--- src/rtl/dram_port_arbiter.sv ---
`default_nettype none
// ============================================================================
// Module  : dram_port_arbiter
// Brief   : Round-robin arbiter sharing one single-port DRAM among N_REQ
//           cores. Optional bus lock enabled by macro DRAM_ARB_LOCK_EN.
// Rev     : 1.0  initial release
// ============================================================================
module dram_port_arbiter #(
    parameter int N_REQ  = 4,
    parameter int ADDR_W = 16,
    parameter int DATA_W = 8,
    parameter int RD_LAT = 1
) (
    input  logic                    i_clk,
    input  logic                    i_rst_n,
    input  logic [N_REQ-1:0]        i_req,
    input  logic [N_REQ-1:0]        i_we,
    input  logic [N_REQ-1:0]        i_lock,
    input  logic [N_REQ*ADDR_W-1:0] i_addr,
    input  logic [N_REQ*DATA_W-1:0] i_wdata,
    output logic [N_REQ-1:0]        o_gnt,
    output logic [N_REQ-1:0]        o_rvalid,
    output logic [DATA_W-1:0]       o_rdata,
    output logic                    o_dram_en,
    output logic                    o_dram_we,
    output logic [ADDR_W-1:0]       o_dram_addr,
    output logic [DATA_W-1:0]       o_dram_wdata,
    input  logic [DATA_W-1:0]       i_dram_rdata,
    output logic                    o_busy
);
    localparam int c_ptr_w = (N_REQ > 1) ? $clog2(N_REQ) : 1;
    localparam int c_cnt_w = 3;

    typedef enum logic [1:0] {
        IDLE    = 2'd0,
        ISSUE   = 2'd1,
        WAIT_RD = 2'd2
    } state_t;

    state_t             state_q, state_d;
    logic [c_ptr_w-1:0] rr_ptr_q, rr_ptr_d;
    logic [c_ptr_w-1:0] winner_q, winner_d;
    logic [c_cnt_w-1:0] rd_cnt_q, rd_cnt_d;
    logic               req_we_q, req_we_d;
    logic               locked_q, locked_d;
    logic [N_REQ-1:0]   gnt_q, gnt_d;
    logic [N_REQ-1:0]   rvalid_q, rvalid_d;
    logic [DATA_W-1:0]  rdata_q, rdata_d;
    logic               dram_en_q, dram_en_d;
    logic               dram_we_q, dram_we_d;
    logic [ADDR_W-1:0]  dram_addr_q, dram_addr_d;
    logic [DATA_W-1:0]  dram_wdata_q, dram_wdata_d;
    logic               busy_q, busy_d;

    logic               w_found;
    logic               w_lock_hit;
    logic [c_ptr_w-1:0] w_sel;

`ifdef DRAM_ARB_LOCK_EN
    // The previous winner keeps the bus while it holds both lock and request.
    assign w_lock_hit = i_lock[winner_q] & i_req[winner_q];
`else
    logic w_unused_lock;
    assign w_unused_lock = ^i_lock;
    assign w_lock_hit    = 1'b0;
`endif

    always_comb begin
        logic [c_ptr_w-1:0] idx;
        idx     = '0;
        w_found = 1'b0;
        w_sel   = rr_ptr_q;
        for (int i = 0; i < N_REQ; i++) begin
            idx = c_ptr_w'((int'(rr_ptr_q) + i) % N_REQ);
            if (!w_found && i_req[idx]) begin
                w_found = 1'b1;
                w_sel   = idx;
            end
        end
        if (w_lock_hit) begin
            w_found = 1'b1;
            w_sel   = winner_q;
        end
    end

    always_comb begin
        state_d      = state_q;
        rr_ptr_d     = rr_ptr_q;
        winner_d     = winner_q;
        rd_cnt_d     = rd_cnt_q;
        req_we_d     = req_we_q;
        locked_d     = locked_q;
        gnt_d        = '0;
        rvalid_d     = '0;
        rdata_d      = rdata_q;
        dram_en_d    = 1'b0;
        dram_we_d    = 1'b0;
        dram_addr_d  = dram_addr_q;
        dram_wdata_d = dram_wdata_q;

        case (state_q)
            IDLE: begin
                // Grant and DRAM strobes are registered here so they appear during ISSUE.
                if (w_found) begin
                    winner_d        = w_sel;
                    req_we_d        = i_we[w_sel];
                    locked_d        = w_lock_hit;
                    gnt_d[w_sel]    = 1'b1;
                    dram_en_d       = 1'b1;
                    dram_we_d       = i_we[w_sel];
                    dram_addr_d     = i_addr[int'(w_sel)*ADDR_W +: ADDR_W];
                    dram_wdata_d    = i_wdata[int'(w_sel)*DATA_W +: DATA_W];
                    state_d         = ISSUE;
                end
            end
            ISSUE: begin
                if (!locked_q) begin
                    rr_ptr_d = c_ptr_w'((int'(winner_q) + 1) % N_REQ);
                end
                if (req_we_q) begin
                    state_d = IDLE;
                end else begin
                    rd_cnt_d = c_cnt_w'(RD_LAT);
                    state_d  = WAIT_RD;
                end
            end
            WAIT_RD: begin
                rd_cnt_d = rd_cnt_q - 1'b1;
                if (rd_cnt_q == c_cnt_w'(1)) begin
                    rdata_d            = i_dram_rdata;
                    rvalid_d[winner_q] = 1'b1;
                    state_d            = IDLE;
                end
            end
            default: state_d = IDLE;
        endcase

        busy_d = (state_d != IDLE);
    end

    always_ff @(posedge i_clk) begin
        if (!i_rst_n) begin
            state_q      <= IDLE;
            rr_ptr_q     <= '0;
            winner_q     <= '0;
            rd_cnt_q     <= '0;
            req_we_q     <= 1'b0;
            locked_q     <= 1'b0;
            gnt_q        <= '0;
            rvalid_q     <= '0;
            rdata_q      <= '0;
            dram_en_q    <= 1'b0;
            dram_we_q    <= 1'b0;
            dram_addr_q  <= '0;
            dram_wdata_q <= '0;
            busy_q       <= 1'b0;
        end else begin
            state_q      <= state_d;
            rr_ptr_q     <= rr_ptr_d;
            winner_q     <= winner_d;
            rd_cnt_q     <= rd_cnt_d;
            req_we_q     <= req_we_d;
            locked_q     <= locked_d;
            gnt_q        <= gnt_d;
            rvalid_q     <= rvalid_d;
            rdata_q      <= rdata_d;
            dram_en_q    <= dram_en_d;
            dram_we_q    <= dram_we_d;
            dram_addr_q  <= dram_addr_d;
            dram_wdata_q <= dram_wdata_d;
            busy_q       <= busy_d;
        end
    end

    assign o_gnt        = gnt_q;
    assign o_rvalid     = rvalid_q;
    assign o_rdata      = rdata_q;
    assign o_dram_en    = dram_en_q;
    assign o_dram_we    = dram_we_q;
    assign o_dram_addr  = dram_addr_q;
    assign o_dram_wdata = dram_wdata_q;
    assign o_busy       = busy_q;

endmodule
`default_nettype wire
--- config.mk ---
export PLATFORM = sky130hd
export DESIGN_NAME = dram_port_arbiter
export DESIGN_NICKNAME = d
export VERILOG_FILES = /design/src/rtl/dram_port_arbiter.sv
export SDC_FILE = /design/constraint.sdc
export NUM_CORES = 1
export LEC_CHECK = 0
export BUFFER_PORTS_ARGS = -buffer_cell sky130_fd_sc_hd__clkbuf_2
export CAP_MARGIN = 40
export CORE_UTILIZATION = 39
export CTS_CLUSTER_SIZE = 12
export DETAILED_ROUTE_END_ITERATION = 10
export GPL_ROUTABILITY_DRIVEN = 0
export PLACE_DENSITY = 0.74
export SYNTH_ARGS = -nofsm -noshare
export SYNTH_HDL_FRONTEND = slang
export SYNTH_SLANG_ARGS = --single-unit
--- constraint.sdc ---
create_clock -name i_clk -period 2.6 [get_ports i_clk]
set_input_delay 0.52 -clock i_clk [delete_from_list [all_inputs] [get_ports i_clk]]
set_output_delay 0.52 -clock i_clk [all_outputs]
set_load 0.02 [all_outputs]
==> flow_summary.json, run 1 <==
{
  "start_util_pct": 41.0,
  "nets": 557,
  "antenna_found_initial": 0,
  "fp.dieW_um": 84.4,
  "max_freq_mhz": 506,
  "vias": 2635,
  "critPathRequiredTime_ns": 2.79,
  "worst_pin_slew_ns": 0.536,
  "synth-edff-count": 0,
  "die_y_um": 84.4,
  "slew_violations": 0,
  "route.detailed.drc": 6,
  "grt.overflow.total": 0,
  "grt_pass1_vias": 2472,
  "fp-row-count": 29,
  "ir_drop_v": 0.000328,
  "cts_max_level": 2,
  "setup_violations": 0,
  "violations": "design-rule violations",
  "syn_area_per_cell_um2": 9.53,
  "grt_max_degree": 26,
  "clk_pin_slew_ns": 0.10,
  "cts_made_buffers": 5,
  "wl_per_cell_um": 13.9,
  "cts_resized": 0,
  "path_buf_inv": 1,
  "syn_inst": 278,
  "status": "finished with violations",
  "rsz0062_at_grt": "no",
  "ctsHoldBuffers": 0,
  "insertion_delay_ns": 0.30,
  "first_pass_iters": 7,
  "layout_min_cycle_time_ns": 1.98,
  "maxCapViolations": 0,
  "numClockSinks": 53,
  "first_iter_violations": 111,
  "grt_pass1_wl_mm": 11.6,
  "power.density_mw_per_mm2": 656,
  "ys_types": 45,
  "startpoint_type": "flip-flop",
  "ys_seq_area_share_pct": 40.0,
  "diodes": 0,
  "final_layout_size_suffix_gt1_share_pct": 42.9,
  "ys_async_sr_fraction_pct": 0,
  "crit_path_max_fanout": 13,
  "postLayoutCellArea_mm2": 0.00366,
  "wirelength_mm": 7.08,
  "worstHoldPathType": "in -> reg",
  "ys_warn_count": 0,
  "syn_to_final_growth_pct": 38.3,
  "critical_path_class": "reg -> reg",
  "track_usage_pct": 20.1,
  "slew_headroom_pct": 64.3,
  "path_delay_family": "compound AO/OA/AOI/OAI gates",
  "crit_slowest_cell": "dfxtp_1",
  "boundaryPins": 161,
  "setup_tns_ns": 0,
  "finalHoldViolations": 0,
  "cts_root_buf": "clkbuf_8",
  "fin_crit_sh_pct": 76.0,
  "clockBufferDepth": 2,
  "max_stage_delay_ns": 0.49,
  "final.setup_skew_ns": 0.0100,
  "whs_ns": 0.422,
  "static-leakage-power_nw": 1.67,
  "dieArea_mm2": 0.00713,
  "netlist_area_mm2": 0.00265,
  "cts_tree": "built",
  "postPlaceCellArea_mm2": 0.00353,
  "critPathCaptureType": "flip-flop",
  "cts_setup_buffers": 0,
  "crit_chain": "or2_1, a21oi_1, o31ai_4, buf_4, mux2i_1, o211ai_1",
  "worstPathArrival_ns": 2.16,
  "synth_ff_type": "dfxtp_1",
  "coreArea_mm2": 0.00646,
  "portBuffers": 156,
  "viasPerCell": 5.16,
  "place_hpwl_mm": 5.46,
  "synthesis.nets": 402,
  "ant_nets": 0,
  "ys_ff_latch": 53
}
-- layout by cell type (no fill, tap or decap), types with 2 or more instances in the layout --
master	netlist	routed
and2_1	2	2
and3_1	4	4
o31ai_4	0	2
a21oi_1	13	13
buf_4	5	5
a32oi_1	24	24
a2111oi_0	2	2
buf_8	0	2
ha_1	6	6
clkbuf_8	0	5
nand4_1	2	2
o211ai_1	26	26
nand2_1	45	45
o21ai_0	5	5
nor2b_1	6	6
clkbuf_2	0	156
dfxtp_1	53	53
nand2b_1	4	4
nor3b_4	2	2
bufinv_16	0	2
mux2i_1	26	26
inv_1	5	5
nor2_1	11	11
-- synth_stat cells (2+ instances only) --
| cell type | instances | area, um^2 |
|---|---|---|
| dfxtp_1 | 53 | 1060 |
| nand2_1 | 45 | 169 |
| mux2i_1 | 26 | 260 |
| o211ai_1 | 26 | 195 |
| a32oi_1 | 24 | 210 |
| a21oi_1 | 13 | 65.1 |
| nor2_1 | 11 | 41.3 |
| buf_2 | 7 | 35.0 |
| ha_1 | 6 | 75.1 |
| nor2b_1 | 6 | 37.5 |
| buf_4 | 5 | 37.5 |
| inv_1 | 5 | 18.8 |
| o21ai_0 | 5 | 25.0 |
| and3_1 | 4 | 25.0 |
| buf_6 | 4 | 45.0 |
| nand2b_1 | 4 | 25.0 |
| a2111oi_0 | 2 | 17.5 |
| and2_1 | 2 | 12.5 |
| nand4_1 | 2 | 12.5 |
| nor3b_4 | 2 | 37.5 |
| o31ai_1 | 2 | 15.0 |
-- worst min-delay path: cells and delay by family --
family                 cells  cell delay, ns
buffers and inverters      1            0.07
AOI/OAI and AO/OA          1            0.06
and+or+nand+nor            1            0.04
-- sequential cells by signal, indices dropped and copies added, names as in the netlist --
name / flops
rr_ptr_q: 2
o_dram_addr: 16
rd_cnt_q: 3
o_dram_we: 1
state_q: 2
o_busy: 1
o_gnt: 4
o_rvalid: 4
o_rdata: 8
req_we_q: 1
o_dram_wdata: 8
winner_q: 2
o_dram_en: 1
-- power breakdown --
group	switching, W	internal [W]
registers	0.0000742	0.000928
logic	0.000428	0.000309
clock network	0.000279	0.000388
-- logic make-up (layout without fill, tap and decap cells) --
logic type                 count (synthesis)  after routing  synth area share [%]
AOI/OAI and AO/OA                         81             81                  23.1
xor gates and xnor gates                   1              1                 0.331
adders and majority gates                  6              6                  2.83
buffers and inverters                     24            180                  5.57
DFF                                       53             53                  40.0
muxes                                     26             26                  9.82
and+or+nand+nor                           87             87                  18.3
-- metrics by stage --
| step | std cells | total power, W | util (%) | setup slack, ns |
|---|---|---|---|---|
| floorplan | 278 | 0.00148 | - | 0.809 |
| global placement | 500 | 0.00173 | 54.0 | 0.0346 |
| detailed placement | 503 | 0.00176 | 54.6 | 0.401 |
| CTS | 511 | 0.00243 | 56.7 | 0.596 |
| global route | 511 | 0.00255 | 56.7 | 0.468 |
| finish | 511 | 0.00241 | 56.7 | 0.624 |
-- metal layers --
layer,vias to the layer above,GRT usage [%],part of all wire (%)
li1,1350,-,-
met1,1182,25.6,43
met2,98,34.9,50
met3,5,4.03,6.1
met4,0,4.62,0.92
met5,-,0,0
-- worst paths after layout --
path	from	to	slack, ns	depth (start not counted)
worst max-delay path	rr_ptr_q[1]	o_dram_wdata[1]	0.62	6
worst min-delay path	i_wdata[11]	o_dram_wdata[3]	0.42	3
worst max register to register	rr_ptr_q[1]	o_dram_wdata[1]	0.62	6
worst min register to register	o_rdata[1]	o_rdata[1]	0.46	2
-- final cells by class --
| cell class | instances | area, um^2 |
|---|---|---|
| Fill cell | 601 | 2790 |
| Multi-Input combinational cell | 201 | 1460 |
| Sequential cell | 53 | 1060 |
| Timing Repair Buffer | 165 | 880 |
| Tap cell | 77 | 96.3 |
| Clock buffer | 5 | 68.8 |
| Clock inverter | 3 | 68.8 |
| Inverter | 7 | 26.3 |
(Power assumes the default switching activity.)
==> run 2: changes to the inputs <==
- ABC_AREA: default -> 1
- PLACE_DENSITY: 0.74 -> 0.72
- clock period: 2.6 -> 1.65 ns (I/O delays scaled with it)
==> run 2 against run 1 <==
- the flow finishes with violations (negative setup slack)
- largest cell class unchanged
- total power grew to 4.7 times the previous value
- synthesized cell count grew 95%
- critical path type unchanged
- final area grew 34%
- non-clock buffer count grew 36
==> flow_summary.json, run 2 <==
{
  "status": "finished with violations",
  "violations": "negative setup slack",
  "final.setup_skew_ns": 0.00915,
  "max_stage_delay_ns": 0.43,
  "utilization_pct": 62.2,
  "mostFrequentLayoutCells": "nand2_1 (265), clkbuf_2 (156), nand3_1 (54), dfxtp_1 (51), nor2_1 (28)",
  "crit_chain": "buf_6, nand2_4, nand2_4, nand2_4, nand2_8, nand2_4, nand2_2, nand2_4, nand2_8, nand2_8, buf_6, nand2_2, nand2_2, nand2_1, nand2_1, nand2_2, nand2_1",
  "die_y_um": 93.3,
  "place_hpwl_mm": 6.96,
  "largest_reg_flops": 16,
  "grt.overflow.total": 0,
  "layout_min_cycle_time_ns": 1.88,
  "clockBufferDepth": 2,
  "synth.area.top_cells": "nand2_1 (34%), dfxtp_1 (33%), nand3_1 (9.1%)",
  "reg2reg_depth": 17,
  "critPathRequiredTime_ns": 1.86,
  "critPathCaptureType": "flip-flop",
  "switching_share_pct": 50.2,
  "ir_drop_v": 0.00138,
  "power.internal_w": 0.00568,
  "startpoint_type": "flip-flop",
  "dp.cells": 806,
  "coreArea_mm2": 0.00789,
  "dieArea_mm2": 0.00870,
  "portBuffers": 156,
  "antenna_found_initial": 0,
  "grt_pass1_vias": 3545,
  "maxCapViolations": 0,
  "route.detailed.drc": 0,
  "static-leakage-power_nw": 2.84,
  "worstHoldPathType": "in -> reg",
  "numClockSinks": 53,
  "diodes": 0,
  "max_freq_mhz": 531,
  "grt_pass1_wl_mm": 15.0,
  "vias": 3929,
  "first_pass_iters": 5,
  "rsz0062_at_grt": "yes",
  "track_usage_pct": 21.4,
  "crit_path_max_fanout": 6,
  "synth_top_area_share_pct": 33.7,
  "met1_usage_pct": 25.1,
  "syn_area_per_cell_um2": 5.99,
  "fin_crit_sh_pct": 114,
  "finalNonFillerCells": 828,
  "ys_async_sr_fraction_pct": 0,
  "final_layout_size_suffix_gt1_share_pct": 39.0,
  "postPlaceCellArea_mm2": 0.00434,
  "fp-row-count": 32,
  "wl_per_cell_um": 12.1,
  "ctsHoldBuffers": 0,
  "start_util_pct": 41.2,
  "first_iter_violations": 171,
  "grt_use_met2_pct": 39.7,
  "top_usage_layer": "met2",
  "ys_types": 25,
  "critical_path_class": "reg -> reg",
  "insertion_delay_ns": 0.31,
  "p_sw_w": 0.00572,
  "synth_area_leader_cell": "nand2_1",
  "synth_ff_type": "dfxtp_1",
  "finalHoldViolations": 0,
  "ant_nets": 0,
  "layout_commonest_cell": "nand2_1",
  "power.density_mw_per_mm2": 2320,
  "cts_root_buf": "clkbuf_8",
  "netlist_area_mm2": 0.00325,
  "nets": 849,
  "viasPerCell": 4.75,
  "syn_inst": 543,
  "preCtsSetupSlack_ns": -0.208,
  "whs_path_depth": 3,
  "seqPwrFrac_pct": 16.7,
  "cts_made_buffers": 5,
  "slew_violations": 0,
  "crit_slowest_cell": "dfxtp_4",
  "worst_pin_slew_ns": 0.342,
  "clk_pin_slew_ns": 0.10,
  "syn_to_final_growth_pct": 51.0,
  "ys_seq_area_share_pct": 32.6,
  "ys_warn_count": 0,
  "grt_max_degree": 33,
  "slew_headroom_pct": 76.6,
  "boundaryPins": 161,
  "wirelength_mm": 9.98,
  "postLayoutCellArea_mm2": 0.00491,
  "cts_max_level": 2,
  "setup_slack_ns": -0.232,
  "path_common_cell": "nand2_4",
  "p_clk_share_pct": 6.7,
  "ys_top_cells_by_count": "nand2_1 (292), nand3_1 (59), dfxtp_1 (53)",
  "synth-edff-count": 0,
  "ys_ff_latch": 53,
  "yosysMostFrequentCell": "nand2_1",
  "combPwrFrac_pct": 76.5,
  "cts_tree": "built",
  "synthesis.nets": 667,
  "fp.dieW_um": 93.3,
  "worstPathArrival_ns": 2.10,
  "met3_usage_pct": 3.82,
  "setup_violations": 33
}
## run 2: changes by cell type after synthesis, moves of 6 or more
| cell | previous run | this run |
|---|---|---|
| nand2_1 | 45 | 292 |
| nand3_1 | 0 | 59 |
| mux2i_1 | 26 | 0 |
| o211ai_1 | 26 | 1 |
| a32oi_1 | 24 | 0 |
| inv_1 | 5 | 23 |
| nor2_1 | 11 | 29 |
| nand2_2 | 0 | 12 |
| a21oi_1 | 13 | 4 |
| buf_2 | 7 | 15 |
| nor2b_1 | 6 | 0 |
| o21ai_0 | 5 | 11 |
## run 2: power groups by stage
| stage | registers (W) | clock network (W) | logic [W] |
|---|---|---|---|
| 4_1_cts | 0.00189 | 0.000780 | 0.00770 |
| 5_1_grt | 0.00194 | 0.000829 | 0.00969 |
| 3_5_place_dp | 0.00189 | 0 | 0.00701 |
| 3_3_place_gp | 0.00188 | 0 | 0.00695 |
| 6_report | 0.00190 | 0.000769 | 0.00872 |
| 2_1_floorplan | 0.00214 | 0 | 0.00475 |
## run 2: timing repair
item | 4_1_cts | 5_1_grt
buffers inserted | 6 | 6
gates cloned | 1 | 2
pin swaps | 8 | 21
setup endpoints to repair | 34 | 43
resized for setup | 35 | 44
## run 2: worst max-delay path, delay by kind of cell (launching register included)
| kind | cells | cell delay (ns) |
|---|---|---|
| buf+inv | 2 | 0.27 |
| simple gates | 15 | 1.09 |
| flops | 1 | 0.43 |
## run 2: routing by layer
layer	part of all wire [%]	vias up
met2	51	146
li1	-	2049
met4	1.6	0
met5	0	-
met1	41	1718
met3	6.3	16
## run 2: path summary, 6_finish.rpt
kind	startpoint	endpoint	slack, ns
worst min-delay path	i_dram_rdata[4]	o_rdata[4]	0.25
worst max-delay path	rr_ptr_q[0]	req_we_q	-0.23
worst min register to register	o_dram_wdata[4]	o_dram_wdata[4]	0.46
worst max register to register	rr_ptr_q[0]	req_we_q	-0.23
## run 2: through the flow
stage | hold slack (ns) | power (W) | TNS, ns
after floorplan | 0.440 | 0.00688 | -0.0788
final | 0.251 | 0.0114 | -6.03
after detailed placement | 0.442 | 0.00890 | -5.32
after CTS | 0.246 | 0.0104 | -4.73
after global routing | 0.253 | 0.0125 | -10.27
after global placement | 0.438 | 0.00883 | -4.31
## run 2: final cells by class
| cell class | instances | area [um^2] |
|---|---|---|
| Fill cell | 714 | 2980 |
| Multi-Input combinational cell | 434 | 2180 |
| Timing Repair Buffer | 201 | 1310 |
| Sequential cell | 53 | 1070 |
| Inverter | 30 | 133 |
| Tap cell | 102 | 128 |
| Clock buffer | 5 | 68.8 |
| Clock inverter | 3 | 26.3 |
## run 2: cell families (layout without fill, tap and decap cells)
| family | after synthesis | after routing | synth area share, % |
|---|---|---|---|
| adder cells (fa/ha/maj) | 6 | 6 | 2.31 |
| AO/OA/AOI/OAI | 21 | 21 | 3.70 |
| AND/OR/NAND/NOR | 407 | 407 | 53.4 |
| buffers and inverters | 56 | 239 | 7.93 |
| flip-flops | 53 | 53 | 32.6 |
==> run 3: changes to the inputs <==
- CORE_UTILIZATION: 39 -> 42
- PLACE_DENSITY: 0.72 -> 0.77
==> run 3 against run 2 <==
- global-route usage is 1.5 points higher
- first-iteration DRC count is 73% higher
- flip-flop and latch count stayed put
- total power is 7.8% higher
- cell count is 0.12% higher
- non-clock buffer count is 4 higher
- die area is 7.0% lower
- utilization is 6.7 points higher
- clock skew hardly changed
- the run still ends with negative setup slack left
- fmax is 5.1% lower
- largest cell class unchanged
- critical path depth is 2 lower
==> flow_summary.json, run 3 (synthesis results as in run 2) <==
{
  "max_freq_mhz": 504,
  "p_sw_w": 0.00607,
  "critPathRequiredTime_ns": 1.90,
  "cts_tree": "built",
  "finalNonFillerCells": 829,
  "layout_commonest_cell": "nand2_1",
  "route.detailed.drc": 0,
  "crit_chain": "clkbuf_16, nand2_4, nand2_1, nand2_1, nand2_1, nor2_4, nand4_4, nand2_8, buf_12, nand2_2, nand2_2, nand2_1, nand2_2, nand2_2, nand2_1",
  "grt_pass1_vias": 3512,
  "critPathLaunch": "rr_ptr_q[0]",
  "crit_path_max_fanout": 7,
  "num-fill-cells": 605,
  "vias": 4082,
  "seq_area_mm2": 0.00107,
  "setup_slack_ns": -0.333,
  "track_usage_pct": 23.0,
  "status": "finished with violations",
  "power.density_mw_per_mm2": 2420,
  "p_clk_share_pct": 6.2,
  "die_y_um": 90.0,
  "start_util_pct": 44.1,
  "power.internal_w": 0.00621,
  "seqPwrFrac_pct": 15.4,
  "largest_reg_flops": 16,
  "setup_tns_ns": -8.94,
  "crit_slowest_cell": "dfxtp_4",
  "maxCapViolations": 0,
  "worstHoldPathType": "in -> reg",
  "fp.dieW_um": 90.0,
  "first_iter_violations": 295,
  "numClockSinks": 53,
  "final_layout_size_suffix_gt1_share_pct": 41.2,
  "finalPower_w": 0.0123,
  "switching_share_pct": 49.4,
  "slew_violations": 0,
  "antenna_found_initial": 0,
  "worstPathArrival_ns": 2.24,
  "setup_violations": 35,
  "multiInputGateArea_mm2": 0.00223,
  "violations": "negative setup slack",
  "syn_to_final_growth_pct": 56.4,
  "portBuffers": 156,
  "grt_max_degree": 29,
  "worst_pin_slew_ns": 0.312,
  "diodes": 0,
  "static-leakage-power_nw": 2.93,
  "first_pass_iters": 6,
  "viasPerCell": 4.92,
  "critical_path_class": "reg -> reg",
  "fin_crit_sh_pct": 120,
  "utilization_pct": 69.0,
  "ant_nets": 0,
  "path_common_cell": "nand2_1",
  "nets": 853,
  "grt_pass1_wl_mm": 15.1,
  "clk_pin_slew_ns": 0.10,
  "r2r_start": "rr_ptr_q[0]",
  "holdCritStartpoint": "i_dram_rdata[7]",
  "layout_min_cycle_time_ns": 1.98,
  "combPwrFrac_pct": 78.4,
  "wl_per_cell_um": 12.6,
  "mostFrequentLayoutCells": "nand2_1 (249), clkbuf_2 (156), nand3_1 (54), dfxtp_1 (51), nand2_2 (36)",
  "slew_headroom_pct": 78.6,
  "path_buf_inv": 2,
  "clockBufferDepth": 2,
  "place_hpwl_mm": 6.83,
  "fp-row-count": 31,
  "ir_drop_v": 0.00169,
  "grt.overflow.total": 0,
  "startpoint_type": "flip-flop",
  "coreArea_mm2": 0.00737,
  "insertion_delay_ns": 0.31,
  "path_delay_family": "simple AND/OR/NAND/NOR gates",
  "finalHoldViolations": 0,
  "rsz0062_at_grt": "yes",
  "final.setup_skew_ns": 0.00898,
  "cts_made_buffers": 5,
  "critPathCaptureType": "flip-flop",
  "dieArea_mm2": 0.00810,
  "cts_max_level": 2,
  "max_stage_delay_ns": 0.39,
  "cts_root_buf": "clkbuf_8",
  "wirelength_mm": 10.5,
  "boundaryPins": 161,
  "dp.cells": 800
}
[run 3: changes by cell type in the layout (fill, tap and decap cells not counted), sizes merged]
cell / change
buf: +1
bufbuf: +1
clkbuf: +2
clkinv: +1
clkinvlp: -1
[run 3: power by group through the flow]
stage / clock network (W) / logic (W) / registers (W)
2_1_floorplan: 0 / 0.00475 / 0.00214
3_3_place_gp: 0 / 0.00697 / 0.00187
3_5_place_dp: 0 / 0.00707 / 0.00188
4_1_cts: 0.000778 / 0.00816 / 0.00186
5_1_grt: 0.000824 / 0.0104 / 0.00192
6_report: 0.000759 / 0.00963 / 0.00189
[run 3: timing repair]
action | in CTS | in global routing
hold buffers | 0 | 0
gates cloned | 3 | 4
resized for setup | 26 | 71
buffers inserted | 7 | 8
pin swaps | 8 | 35
endpoints found under the setup margin | 32 | 35
[run 3: cell type report]
type | instances | share of cell area, %
Clock buffer | 5 | 1.35
Inverter | 30 | 2.61
Tap cell | 99 | 2.44
Multi-Input combinational cell | 434 | 43.8
Clock inverter | 3 | 0.492
Sequential cell | 53 | 21.0
Timing Repair Buffer | 205 | 28.3
[run 3: through the flow]
step,cell area [um^2],worst slack [ns],hold slack (ns)
5_1_grt,5080,-0.455,0.248
2_1_floorplan,3310,-0.00444,0.440
3_3_place_gp,4340,-0.177,0.436
4_1_cts,4670,-0.235,0.233
3_5_place_dp,4340,-0.223,0.439
6_report,5080,-0.333,0.240
[run 3: tightest hold or removal path, stage by stage]
cell,delay (ns)
clkbuf_2,0.08
nor2_1,0.03
nor2_1,0.08
[run 3: worst paths after layout]
kind	to	cells past startpoint	slack, ns
worst min-delay path	o_rdata[7]	3	0.24
worst min register to register	o_dram_addr[15]	2	0.45
worst max-delay path	req_we_q	15	-0.33
worst max register to register	req_we_q	15	-0.33
[run 3: metal layers]
metal | GRT usage [%] | routed length (um)
met5 | 0 | 0
met4 | 9.14 | 288
met3 | 3.72 | 635
met2 | 42.4 | 5410
met1 | 26.2 | 4140
